$ cat src/rtl/logic_unit_bist.sv
// BIST engine for the n-bit logic unit. It sweeps LFSR operand pairs through every sel code, compacts OUT into a MISR and compares the result with GOLDEN.
// Optional per-cycle response checker: define LOGIC_BIST_CHECK_EN.
module logic_unit_bist #(
  parameter int             n       = 32,
  parameter int             NUM_VEC = 16,
  parameter int             IDXW    = 8,
  parameter logic [n-1:0]   POLY    = 32'h80200003,
  parameter logic [n-1:0]   SEED_A  = 32'h00000033,
  parameter logic [n-1:0]   SEED_B  = 32'h000001E6,
  parameter logic [n-1:0]   GOLDEN  = 32'h00000000
) (
  input  logic            clk,
  input  logic            rst,
  input  logic            start,
  output logic [n-1:0]    A,
  output logic [n-1:0]    B,
  output logic [1:0]      sel,
  input  logic [n-1:0]    OUT,
  output logic            busy,
  output logic            done,
  output logic            pass,
  output logic [n-1:0]    signature,
  output logic            err,
  output logic [IDXW-1:0] err_index
);

  typedef enum logic [1:0] {S_IDLE, S_RUN, S_DONE} state_t;

  localparam logic [IDXW-1:0] LAST       = IDXW'(4 * NUM_VEC - 1);
  localparam logic [n-1:0]    SEED_A_EFF = (SEED_A == '0) ? n'(1) : SEED_A;
  localparam logic [n-1:0]    SEED_B_EFF = (SEED_B == '0) ? n'(1) : SEED_B;

  function automatic logic [n-1:0] lfsr_step(input logic [n-1:0] v);
    return {v[n-2:0], ^(v & POLY)};
  endfunction

  state_t          r_state, w_next;
  logic [n-1:0]    r_a, r_b, r_sig;
  logic [1:0]      r_sel;
  logic [IDXW-1:0] r_idx;
  logic            r_pass;
  logic            w_start, w_run, w_last, w_pass_next;
  logic [n-1:0]    w_sig_next;

  assign w_start    = start && (r_state != S_RUN);
  assign w_run      = (r_state == S_RUN);
  assign w_last     = w_run && (r_idx == LAST);
  assign w_sig_next = lfsr_step(r_sig) ^ OUT;

  always_ff @(posedge clk or posedge rst) begin
    if (rst) r_state <= S_IDLE;
    else     r_state <= w_next;
  end

  always_comb begin
    w_next = r_state;
    case (r_state)
      S_IDLE, S_DONE: if (start) w_next = S_RUN;
      S_RUN:          if (r_idx == LAST) w_next = S_DONE;
      default:        w_next = S_IDLE;
    endcase
  end

  // Operand/select sequencer and MISR; operands advance only when sel wraps.
  always_ff @(posedge clk or posedge rst) begin
    if (rst) begin
      r_a    <= '0;
      r_b    <= '0;
      r_sel  <= 2'b00;
      r_sig  <= '0;
      r_idx  <= '0;
      r_pass <= 1'b0;
    end else if (w_start) begin
      r_a    <= SEED_A_EFF;
      r_b    <= SEED_B_EFF;
      r_sel  <= 2'b00;
      r_sig  <= '0;
      r_idx  <= '0;
      r_pass <= 1'b0;
    end else if (w_run) begin
      r_sig <= w_sig_next;
      r_idx <= r_idx + IDXW'(1);
      r_sel <= r_sel + 2'd1;
      if (r_sel == 2'b11) begin
        r_a <= lfsr_step(r_a);
        r_b <= lfsr_step(r_b);
      end
      if (w_last) r_pass <= w_pass_next;
    end
  end

`ifdef LOGIC_BIST_CHECK_EN
  logic [n-1:0]    w_exp;
  logic            w_mismatch;
  logic            r_err;
  logic [IDXW-1:0] r_err_idx;

  always_comb begin
    w_exp = '0;
    case (r_sel)
      2'b00:   w_exp = r_a & r_b;
      2'b01:   w_exp = r_a | r_b;
      2'b10:   w_exp = r_a ^ r_b;
      default: w_exp = ~(r_a | r_b);
    endcase
  end

  assign w_mismatch  = w_run && (OUT != w_exp);
  // A mismatch on the final cycle must still veto pass, hence w_mismatch here.
  assign w_pass_next = (w_sig_next == GOLDEN) && !r_err && !w_mismatch;

  always_ff @(posedge clk or posedge rst) begin
    if (rst) begin
      r_err     <= 1'b0;
      r_err_idx <= '0;
    end else if (w_start) begin
      r_err     <= 1'b0;
      r_err_idx <= '0;
    end else if (w_mismatch && !r_err) begin
      r_err     <= 1'b1;
      r_err_idx <= r_idx;
    end
  end

  assign err       = r_err;
  assign err_index = r_err_idx;
`else
  assign w_pass_next = (w_sig_next == GOLDEN);
  assign err         = 1'b0;
  assign err_index   = '0;
`endif

  assign A         = r_a;
  assign B         = r_b;
  assign sel       = r_sel;
  assign signature = r_sig;
  assign busy      = (r_state == S_RUN);
  assign done      = (r_state == S_DONE);
  assign pass      = r_pass;

endmodule

$ cat config.mk
export PLATFORM = sky130hd
export DESIGN_NAME = logic_unit_bist
export DESIGN_NICKNAME = d
export VERILOG_FILES = /design/src/rtl/logic_unit_bist.sv
export SDC_FILE = /design/constraint.sdc
export NUM_CORES = 1
export LEC_CHECK = 0
export CELL_PAD_IN_SITES_DETAIL_PLACEMENT = 0
export CELL_PAD_IN_SITES_GLOBAL_PLACEMENT = 1
export CORE_ASPECT_RATIO = 1.5
export CORE_UTILIZATION = 39
export CTS_CLUSTER_DIAMETER = 100
export DETAILED_ROUTE_END_ITERATION = 10
export MAX_ROUTING_LAYER = met4
export PLACE_DENSITY_LB_ADDON = 0.1
export SLEW_MARGIN = 15
export SYNTH_ARGS = -nofsm -noshare
export SYNTH_HDL_FRONTEND = slang
export SYNTH_SLANG_ARGS = --single-unit
$ cat constraint.sdc
create_clock -name clk -period 7.7 [get_ports clk]
set_clock_uncertainty 0.15 [all_clocks]
set_input_delay 0.77 -clock clk [delete_from_list [all_inputs] [get_ports clk]]
set_output_delay 0.77 -clock clk [all_outputs]
set_load 0.005 [all_outputs]
==> results.json <==
{
  "coreArea_mm2": 0.01159,
  "grt_pass1_vias": 3433,
  "placed_area_mm2": 0.006083,
  "hp-start": "r_idx[3]",
  "synth_fa_ha_area_frac": 0.005362,
  "place_congestion": 0.7324,
  "routed-via-count": 3566,
  "cts_sinks": 109,
  "max-vdd-ir-drop_v": 0.0001785,
  "cp-startpoint": "r_state[1]",
  "place_inst": 678,
  "synth_ff_type": "dfrtp_1",
  "synth-edff-count": 0,
  "layout_commonest_cell": "clkdlybuf4s50_1",
  "synth-simple-area-share": 0.1190,
  "fin_crit_ns": 2.667,
  "wl_per_cell_um": 15.48,
  "rrSetupSlack_ns": 5.32,
  "cts_setup_buffers": 0,
  "grt_overflow": 0,
  "syn2layout_area_growth_pct": 36.22,
  "worstPathRequired_ns": 6.78,
  "syn_area_mm2": 0.004667,
  "synth_cell_types": 41,
  "initial_utilization": 0.4026,
  "fill_cells": 1023,
  "synth_xor_area_frac": 0.07828,
  "setup-violations-final": 0,
  "path_max_fanout": 15,
  "ys_ff_latch": 109,
  "die-area_mm2": 0.01242,
  "fin_crit_sh": 0.3463,
  "status": "finished, final reports clean",
  "grt_usage": 0.1816,
  "hold_path.class": "reg -> reg",
  "synth_compound_area_frac": 0.1582,
  "synthMuxAreaShare": 0.006434,
  "cts_root_buf": "clkbuf_16",
  "drv_cap": 0,
  "syn-instance-count": 418,
  "worstHoldPathCells": 1,
  "rsz0062_at_grt": "false",
  "worstMarginPinSlew_ns": 1.114,
  "cp-start-kind": "flop",
  "grt_max_degree": 75,
  "r2r_start": "r_state[1]",
  "fin_area_mm2": 0.006357,
  "cts_resized": 0,
  "cts_hold_buf": 0,
  "clkTransAtPathRegs_ns": 0.07,
  "syn-mean-instance-area_um2": 11.17,
  "rows": 48,
  "async_flop_share": 1.000,
  "hold_viol": 0,
  "postRouteWirelength_mm": 10.73,
  "power_leakage_nw": 2.659,
  "dp_hpwl_mm": 7.422,
  "cellPowerDensity_mw_per_mm2": 268.9,
  "antenna_found_initial": 0,
  "portBuffers": 135,
  "dr.pass1.iters": 4,
  "die_w_um": 91.32,
  "slew_headroom": 0.2576,
  "drt_iter0_drc": 108,
  "die_y_um": 136.0,
  "viasPerCell": 5.146,
  "synth.yosys.warnings": 0,
  "drc": 0,
  "diodes": 0,
  "final_nets": 576,
  "critPathCaptureType": "output port",
  "final_cell_mix": "135 x clkdlybuf4s50_1, 109 x dfrtp_1, 47 x nand2_1",
  "grt_pass1_wl_mm": 17.46,
  "clk_latency_ns": 0.35,
  "arrival_ns": 1.75,
  "cts_tree": "done",
  "pin_count": 145,
  "clockBufferDepth": 2,
  "r2r_end": "A[0]",
  "r2r_cells": 5,
  "setup_tns_ns": 0,
  "layout-drive-gt1-share": 0.05157,
  "htree_levels": 3,
  "fmax_mhz": 375.0,
  "layout.cells.non_filler": 693,
  "critical_path_class": "reg -> out",
  "maxSlewViolCount": 0,
  "crit_path_end": "busy",
  "post-route-util": 0.5485,
  "cts_made_buffers": 9,
  "synth_top_family_by_area": "compound AO/OA/AOI/OAI gates",
  "yosysSeqAreaShare": 0.5845,
  "ant_nets": 0
}
[worst max-delay path, stage by stage (launching register included)]
cell and delay (ns):
dfrtp_1 0.38, nand2b_2 0.19, inv_2 0.26, clkdlybuf4s50_1 0.58
[where the power goes]
group,switching (W),leakage [nW],internal [W]
registers,0.000114,1.31,0.000680
clock network,0.000210,0.124,0.000220
logic,0.000176,1.23,0.000310
[worst min path at each step]
| stage | to | slack (ns) |
|---|---|---|
| detailed placement | r_idx[3] | 0.35 |
| CTS | r_idx[3] | 0.36 |
| global route | r_idx[3] | 0.37 |
| global placement | r_idx[2] | 0.33 |
| finish | r_idx[3] | 0.36 |
| floorplan | r_idx[2] | 0.30 |
[cell usage after synthesis (2+ instances only)]
| cell | n | area [um2] |
|---|---|---|
| a32o_1 | 2 | 20.02 |
| a21oi_1 | 11 | 55.05 |
| o22a_1 | 2 | 17.52 |
| xor2_1 | 3 | 26.28 |
| clkbuf_1 | 7 | 26.28 |
| buf_4 | 12 | 90.09 |
| o21ai_1 | 15 | 75.07 |
| a22o_1 | 45 | 394.1 |
| mux2i_1 | 3 | 30.03 |
| buf_2 | 12 | 60.06 |
| and2_1 | 2 | 12.51 |
| dfrtp_1 | 109 | 2728 |
| o31ai_1 | 2 | 15.01 |
| nand4_1 | 7 | 43.79 |
| inv_1 | 5 | 18.77 |
| xnor2_1 | 33 | 289.0 |
| nand2_1 | 47 | 176.4 |
| buf_1 | 6 | 22.52 |
| o21ai_0 | 25 | 125.1 |
| nand3_1 | 41 | 205.2 |
| and3_1 | 3 | 18.77 |
| nor4_1 | 2 | 12.51 |
| nor2_1 | 5 | 18.77 |
| ha_1 | 2 | 25.02 |
[stage by stage]
| step | setup slack, ns | power, W | hold WS (ns) |
|---|---|---|---|
| 2_1_floorplan | 3.906 | 0.001003 | 0.3040 |
| 3_3_place_gp | 4.819 | 0.001294 | 0.3272 |
| 3_5_place_dp | 4.800 | 0.001297 | 0.3467 |
| 4_1_cts | 5.014 | 0.001734 | 0.3591 |
| 5_1_grt | 4.932 | 0.001803 | 0.3728 |
| 6_report | 5.033 | 0.001709 | 0.3567 |
[layer usage]
metal,part of all wire,GRT usage
met5,0,-
met4,0.011,0.05556
met3,0.041,0.03523
met2,0.51,0.3005
met1,0.43,0.2260
[cell type report]
type                       instances  area [um2]  share of cell area
clock inverter                     6       48.80            0.007676
sequential                       109        2728              0.4290
tap                              150       187.7             0.02952
timing repair buffer             139        1381              0.2173
multi-input combinational        274        1762              0.2771
clock buffer                       9       225.2             0.03543
inverter                           6       25.02            0.003936
[registers in the layout (all words and copies together), names as in the netlist]
signal     count
signature     32
sel            2
B             32
A             32
r_idx          8
pass           1
r_state        2
[logic make-up after synthesis]
family          after synthesis
simple gates                115
flops                       109
compound gates              107
buf+inv                      43
xor+xnor                     38
mux                           3
fa+ha+maj                     2
other cells                   1
No activity file was read; power rests on OpenSTA's default activity.
